<file path="src/rtl/rtu_rsp_buffer.sv">
// rtu_rsp_buffer: demultiplexes the shared RTU response bus into one
// first-word-fall-through FIFO per ingress port. The head of each FIFO is
// presented to the switch core as a parallel valid/ack interface.
//
// Handshake: rtu_rsp_valid_o[p] is high whenever FIFO p holds at least one
// entry, and the head fields of port p are stable while it stays high. An
// entry is consumed at a rising edge where both rtu_rsp_valid_o[p] and
// rtu_rsp_ack_i[p] are high. An ack while valid is low has no effect. The
// input side has no backpressure: a response aimed at a full port is dropped
// and recorded in the sticky overflow_o flag.
module rtu_rsp_buffer #(
    parameter int g_num_ports      = 11,
    parameter int g_port_idx_width = 4,
    parameter int g_prio_width     = 3,
    parameter int g_fifo_depth     = 4
) (
    input  logic                                 clk_i,
    input  logic                                 rst_n_i,
    input  logic                                 rsp_valid_i,
    input  logic [g_port_idx_width-1:0]          rsp_port_i,
    input  logic [g_num_ports-1:0]               rsp_mask_i,
    input  logic                                 rsp_drop_i,
    input  logic [g_prio_width-1:0]              rsp_prio_i,
    output logic [g_num_ports-1:0]               rsp_full_o,
    output logic [g_num_ports-1:0]               rtu_rsp_valid_o,
    input  logic [g_num_ports-1:0]               rtu_rsp_ack_i,
    output logic [g_num_ports*g_num_ports-1:0]   rtu_dst_port_mask_o,
    output logic [g_num_ports-1:0]               rtu_drop_o,
    output logic [g_num_ports*g_prio_width-1:0]  rtu_prio_o,
    output logic [g_num_ports-1:0]               overflow_o,
    output logic                                 bad_port_o
);

    localparam int PtrW = $clog2(g_fifo_depth);
    localparam int CntW = PtrW + 1;
    localparam int EntW = g_num_ports + 1 + g_prio_width;

    // Entry layout: {mask, drop, prio}
    typedef logic [EntW-1:0] entry_t;

    entry_t          mem_q    [g_num_ports][g_fifo_depth];
    entry_t          mem_d    [g_num_ports][g_fifo_depth];
    logic [PtrW-1:0] rd_ptr_q [g_num_ports];
    logic [PtrW-1:0] rd_ptr_d [g_num_ports];
    logic [PtrW-1:0] wr_ptr_q [g_num_ports];
    logic [PtrW-1:0] wr_ptr_d [g_num_ports];
    logic [CntW-1:0] cnt_q    [g_num_ports];
    logic [CntW-1:0] cnt_d    [g_num_ports];

    logic [g_num_ports-1:0] overflow_q, overflow_d;
    logic                   bad_port_q, bad_port_d;

    logic                   in_range;
    logic [g_num_ports-1:0] sel;
    logic [g_num_ports-1:0] full;
    logic [g_num_ports-1:0] valid;
    logic [g_num_ports-1:0] push;
    logic [g_num_ports-1:0] pop;
    entry_t                 wr_entry;

    assign in_range = 32'(rsp_port_i) < 32'(g_num_ports);
    assign wr_entry = {rsp_mask_i, rsp_drop_i, rsp_prio_i};

    // Per-port status from the registered counts; fullness is judged on the
    // pre-clock count, so a same-cycle pop never makes room for a push.
    always_comb begin
        sel = '0;
        if (rsp_valid_i && in_range) begin
            sel[rsp_port_i] = 1'b1;
        end
        for (int p = 0; p < g_num_ports; p++) begin
            full[p]  = (cnt_q[p] == CntW'(g_fifo_depth));
            valid[p] = (cnt_q[p] != '0);
        end
        push = sel & ~full;
        pop  = rtu_rsp_ack_i & valid;
    end

    // Next-state for storage, pointers, counts and the status flags.
    always_comb begin
        mem_d    = mem_q;
        rd_ptr_d = rd_ptr_q;
        wr_ptr_d = wr_ptr_q;
        cnt_d    = cnt_q;
        for (int p = 0; p < g_num_ports; p++) begin
            if (push[p]) begin
                mem_d[p][wr_ptr_q[p]] = wr_entry;
                wr_ptr_d[p]           = wr_ptr_q[p] + PtrW'(1);
            end
            if (pop[p]) begin
                rd_ptr_d[p] = rd_ptr_q[p] + PtrW'(1);
            end
            case ({push[p], pop[p]})
                2'b10:   cnt_d[p] = cnt_q[p] + CntW'(1);
                2'b01:   cnt_d[p] = cnt_q[p] - CntW'(1);
                default: cnt_d[p] = cnt_q[p];
            endcase
        end
        overflow_d = overflow_q | (sel & full);
        bad_port_d = rsp_valid_i && !in_range;
    end

    // Head fields come straight from the entry at each read pointer.
    always_comb begin
        for (int p = 0; p < g_num_ports; p++) begin
            {rtu_dst_port_mask_o[p*g_num_ports +: g_num_ports],
             rtu_drop_o[p],
             rtu_prio_o[p*g_prio_width +: g_prio_width]} = mem_q[p][rd_ptr_q[p]];
        end
    end

    assign rsp_full_o      = full;
    assign rtu_rsp_valid_o = valid;
    assign overflow_o      = overflow_q;
    assign bad_port_o      = bad_port_q;

    // State registers; reset zeroes the storage too so heads never carry X.
    always_ff @(posedge clk_i) begin
        if (!rst_n_i) begin
            for (int p = 0; p < g_num_ports; p++) begin
                for (int e = 0; e < g_fifo_depth; e++) begin
                    mem_q[p][e] <= '0;
                end
                rd_ptr_q[p] <= '0;
                wr_ptr_q[p] <= '0;
                cnt_q[p]    <= '0;
            end
            overflow_q <= '0;
            bad_port_q <= 1'b0;
        end else begin
            mem_q      <= mem_d;
            rd_ptr_q   <= rd_ptr_d;
            wr_ptr_q   <= wr_ptr_d;
            cnt_q      <= cnt_d;
            overflow_q <= overflow_d;
            bad_port_q <= bad_port_d;
        end
    end

endmodule

</file>
<file path="config.mk">
export PLATFORM = sky130hd
export DESIGN_NAME = rtu_rsp_buffer
export DESIGN_NICKNAME = d
export VERILOG_FILES = /design/src/rtl/rtu_rsp_buffer.sv
export SDC_FILE = /design/constraint.sdc
export NUM_CORES = 2
export LEC_CHECK = 0
export BUFFER_PORTS_ARGS = -buffer_cell sky130_fd_sc_hd__buf_2
export CAP_MARGIN = 20
export CORE_MARGIN = 1.5
export CORE_UTILIZATION = 31
export DETAILED_ROUTE_END_ITERATION = 10
export HOLD_SLACK_MARGIN = 0.1
export PLACE_DENSITY = 0.44
export SYNTH_ARGS = -nofsm -noshare
export SYNTH_HDL_FRONTEND = slang
export SYNTH_SLANG_ARGS = --single-unit
</file>
<file path="constraint.sdc">
create_clock -name clk_i -period 2.7 [get_ports clk_i]
set_input_delay 0.135 -clock clk_i [delete_from_list [all_inputs] [get_ports clk_i]]
set_output_delay 0.135 -clock clk_i [all_outputs]
set_load 0.02 [all_outputs]
</file>
==> insert_results.sql <==
INSERT INTO impl_metrics (metric_group, metric, value, unit) VALUES
('synth', 'yosys.cell_types.count', '34', ''),
('sta', 'rsz0062_at_grt', 'false', ''),
('sta', 'final_hold_viol_count', '0', ''),
('outcome', 'outcome', 'complete, no violations', ''),
('synth', 'netlist_area', '0.0331', 'mm2'),
('grt', 'globalRoute.totalOverflow', '0', ''),
('synth', 'synthDominantCellAreaShare', '45.3', '%'),
('sta', 'period_share', '93.8', '%'),
('synth', 'synth_cells', '2993', ''),
('floorplan', 'chipHeight', '330', 'um'),
('clocking', 'max-clock-path-buffers', '3', ''),
('pwr', 'power_density_over_the_cells', '629', 'mW/mm2'),
('synth', 'post-synth-top-area-cell', 'dfxtp_1', ''),
('critical_path', 'cp_cell_sequence', 'or3b_2, and3_1, inv_1, ha_1, inv_1, fa_1, xor2_1, or3_1, a21oi_1', ''),
('grt', 'groute.usage.overall', '17.4', '%'),
('critical_path', 'worst_path_most_repeated_cell', 'inv_1', ''),
('synth', 'yosys_warnings', '0', ''),
('clocking', 'cts_setup_buffers', '0', ''),
('clocking', 'path_clk_slew', '60', 'ps'),
('critical_path', 'cp.buffers_inverters', '2', ''),
('cells_and_area', 'n_fill_cell', '10426', ''),
('cells_and_area', 'drive_above_1_share', '21.4', '%'),
('synth', 'yosysMostFrequentCell', 'dfxtp_1', ''),
('detailed_routing', 'vias', '22291', ''),
('floorplan', 'core_area', '0.106', 'mm2'),
('synth', 'synth_seq_cells', '749', ''),
('sta', 'maxSlewHeadroom', '42.9', '%'),
('critical_path', 'critical_path.max_stage_delay', '490', 'ps'),
('pwr', 'power.ir.vdd_worst', '0.000443', 'V'),
('placed_design', 'dp_hpwl', '59400', 'um'),
('synth', 'synth_enable_flop_cells', '0', ''),
('critical_path', 'reg2regPathDepth', '9', ''),
('flow_run', 'cap_violations', '0', ''),
('floorplan', 'design.die.area', '0.109', 'mm2'),
('grt', 'grt_pass1_wl', '144000', 'um'),
('critical_path', 'worst_ep_arrival_time', '3060', 'ps'),
('critical_path', 'crit_type', 'register to register', ''),
('synth', 'synthTopCellsByCount', '749 x dfxtp_1, 719 x nand2_1, 682 x mux2i_1, 165 x mux4_2, 163 x clkbuf_1', ''),
('synth', 'synth_nets', '3092', ''),
('pwr', 'part_of_the_power_in_registers', '46.2', '%'),
('pwr', 'power_frac_comb', '5.2', '%'),
('synth', 'synth_adder_area_share', '2.74', '%'),
('detailed_routing', 'route.detailed.drc', '0', ''),
('synth', 'ys.flop_type', 'dfxtp_1', ''),
('critical_path', 'cp_top_family', 'simple AND/OR/NAND/NOR gates', ''),
('pwr', 'power.switching_fraction', '23.3', '%'),
('placed_design', 'place.port_buffers', '231', ''),
('hold_path', 'hold_class', 'input port to register', ''),
('sta', 'drv_slew', '0', ''),
('clocking', 'cts_num_sinks', '749', ''),
('critical_path', 'worst_setup_path_start', 'cnt_q[17]', ''),
('floorplan', 'io-pin-count', '232', ''),
('pwr', 'netSwitchingPower', '5.62', 'mW'),
('critical_path', 'setup.worst_path.start_class', 'register', ''),
('detailed_routing', 'route.detailed.wl_per_inst', '20.5', 'um'),
('floorplan', 'num_rows', '119', ''),
('synth', 'synth_seq_area_share', '45.3', '%'),
('critical_path', 'setup.worst_path.end_class', 'register', ''),
('sta', 'setup-violations-final', '0', ''),
('hold_path', 'min_delay_path_depth', '4', ''),
('pwr', 'p_int', '18.5', 'mW'),
('sta', 'clock_skew', '16.9', 'ps'),
('pwr', 'clock_power_share', '48.6', '%'),
('grt', 'grt_max_degree', '171', ''),
('critical_path', 'timing.critical_path.fanout_max', '6', ''),
('clocking', 'tritoncts_clock_tree', 'done', ''),
('sta', 'post-route-min-period', '2530', 'ps'),
('synth', 'post_synthesis_compound_gate_area_fraction', '1.34', '%'),
('clocking', 'cts_buffers', '85', ''),
('synth', 'muxShareOfSynthArea', '31.9', '%'),
('sta', 'timing_worst_slew_pin_value', '854', 'ps');
-- worst reg2reg max path: stages (launching register included) --
cell	delay, ps
dfxtp_1	400
or3b_2	490
and3_1	220
inv_1	90
ha_1	190
inv_1	70
fa_1	370
xor2_1	160
or3_1	310
a21oi_1	160
-- metal layers --
layer  share of wire [%]  vias to the layer above  global-route usage, %
met1                  46                    11147                   23.1
met3                 4.3                      130                   3.17
met2                  47                      393                   28.6
met4                 2.7                        6                   5.13
met5               0.033                        -                      0
li1                    -                    10615                      -
-- flip-flops by register name, indices dropped and copies added, names as in the netlist --
name and flops:
overflow_o 11, rd_ptr_q 22, mem_q 660, cnt_q 33, bad_port_o 1, wr_ptr_q 22
-- cell families (layout without fill, tap and decap cells) --
family	after synthesis	after routing
buf+inv	338	566
compound gates	67	67
simple gates	882	882
xor+xnor	44	44
mux	847	847
fa+ha+maj	66	66
other cells	0	1
flops	749	749
-- cell usage in the layout, fill, tap and decap left out, drive strengths merged, types with 12 or more instances in the layout --
| master | instances |
|---|---|
| dfxtp | 749 |
| nand2 | 719 |
| mux2i | 682 |
| buf | 316 |
| mux4 | 165 |
| clkbuf | 132 |
| inv | 77 |
| nor2 | 69 |
| ha | 55 |
| nand4 | 44 |
| xor2 | 33 |
| or3 | 22 |
| a21oi | 22 |
| dlygate4sd3 | 22 |
| clkinv | 12 |
-- cell type report --
cell class	count	area [um2]	area share [%]
Sequential cell	749	15000	39.0
Antenna cell	1	2.50	0.00651
Timing Repair Buffer	338	2070	5.40
Clock inverter	18	235	0.612
Tap cell	1391	1740	4.53
Inverter	78	294	0.765
Multi-Input combinational cell	1906	16500	42.9
Clock buffer	132	2590	6.75
-- power by group through the flow --
stage               Combinational, mW  Sequential [mW]  Clock [mW]
detailed placement               1.27             11.4           0
global route                     1.37             11.2        12.6
finish                           1.26             11.2        11.7
floorplan                       0.814             11.4           0
global placement                 1.23             11.4           0
CTS                              1.29             11.2        12.1
-- stage by stage --
stage | hold WS [ps] | area (um2) | worst slack, ps | cells | utilization, %
2_1_floorplan | 287 | 33100 | 231 | 2993 | -
3_3_place_gp | 441 | 35400 | 193 | 4440 | 33.5
3_5_place_dp | 435 | 35400 | 117 | 4440 | 33.5
4_1_cts | 151 | 38400 | 105 | 4612 | 36.4
5_1_grt | 184 | 38400 | 38.8 | 4612 | 36.4
6_report | 177 | 38400 | 167 | 4613 | 36.4
-- worst max-delay path by stage --
stage,to,slack [ps],cells past startpoint
after CTS,cnt_q[14],110,9
after detailed placement,cnt_q[14],120,9
after global placement,cnt_q[14],190,9
final,cnt_q[17],170,9
after global routing,cnt_q[32],40,9
after floorplan,cnt_q[26],230,10
-- repair_timing --
action | 4_1_cts | 5_1_grt
endpoints found under the setup margin | 0 | 1
hold buffers | 22 | 0
hold endpoints to repair | 135 | 0
resized for setup | 0 | 1
(Power assumes the default switching activity.)
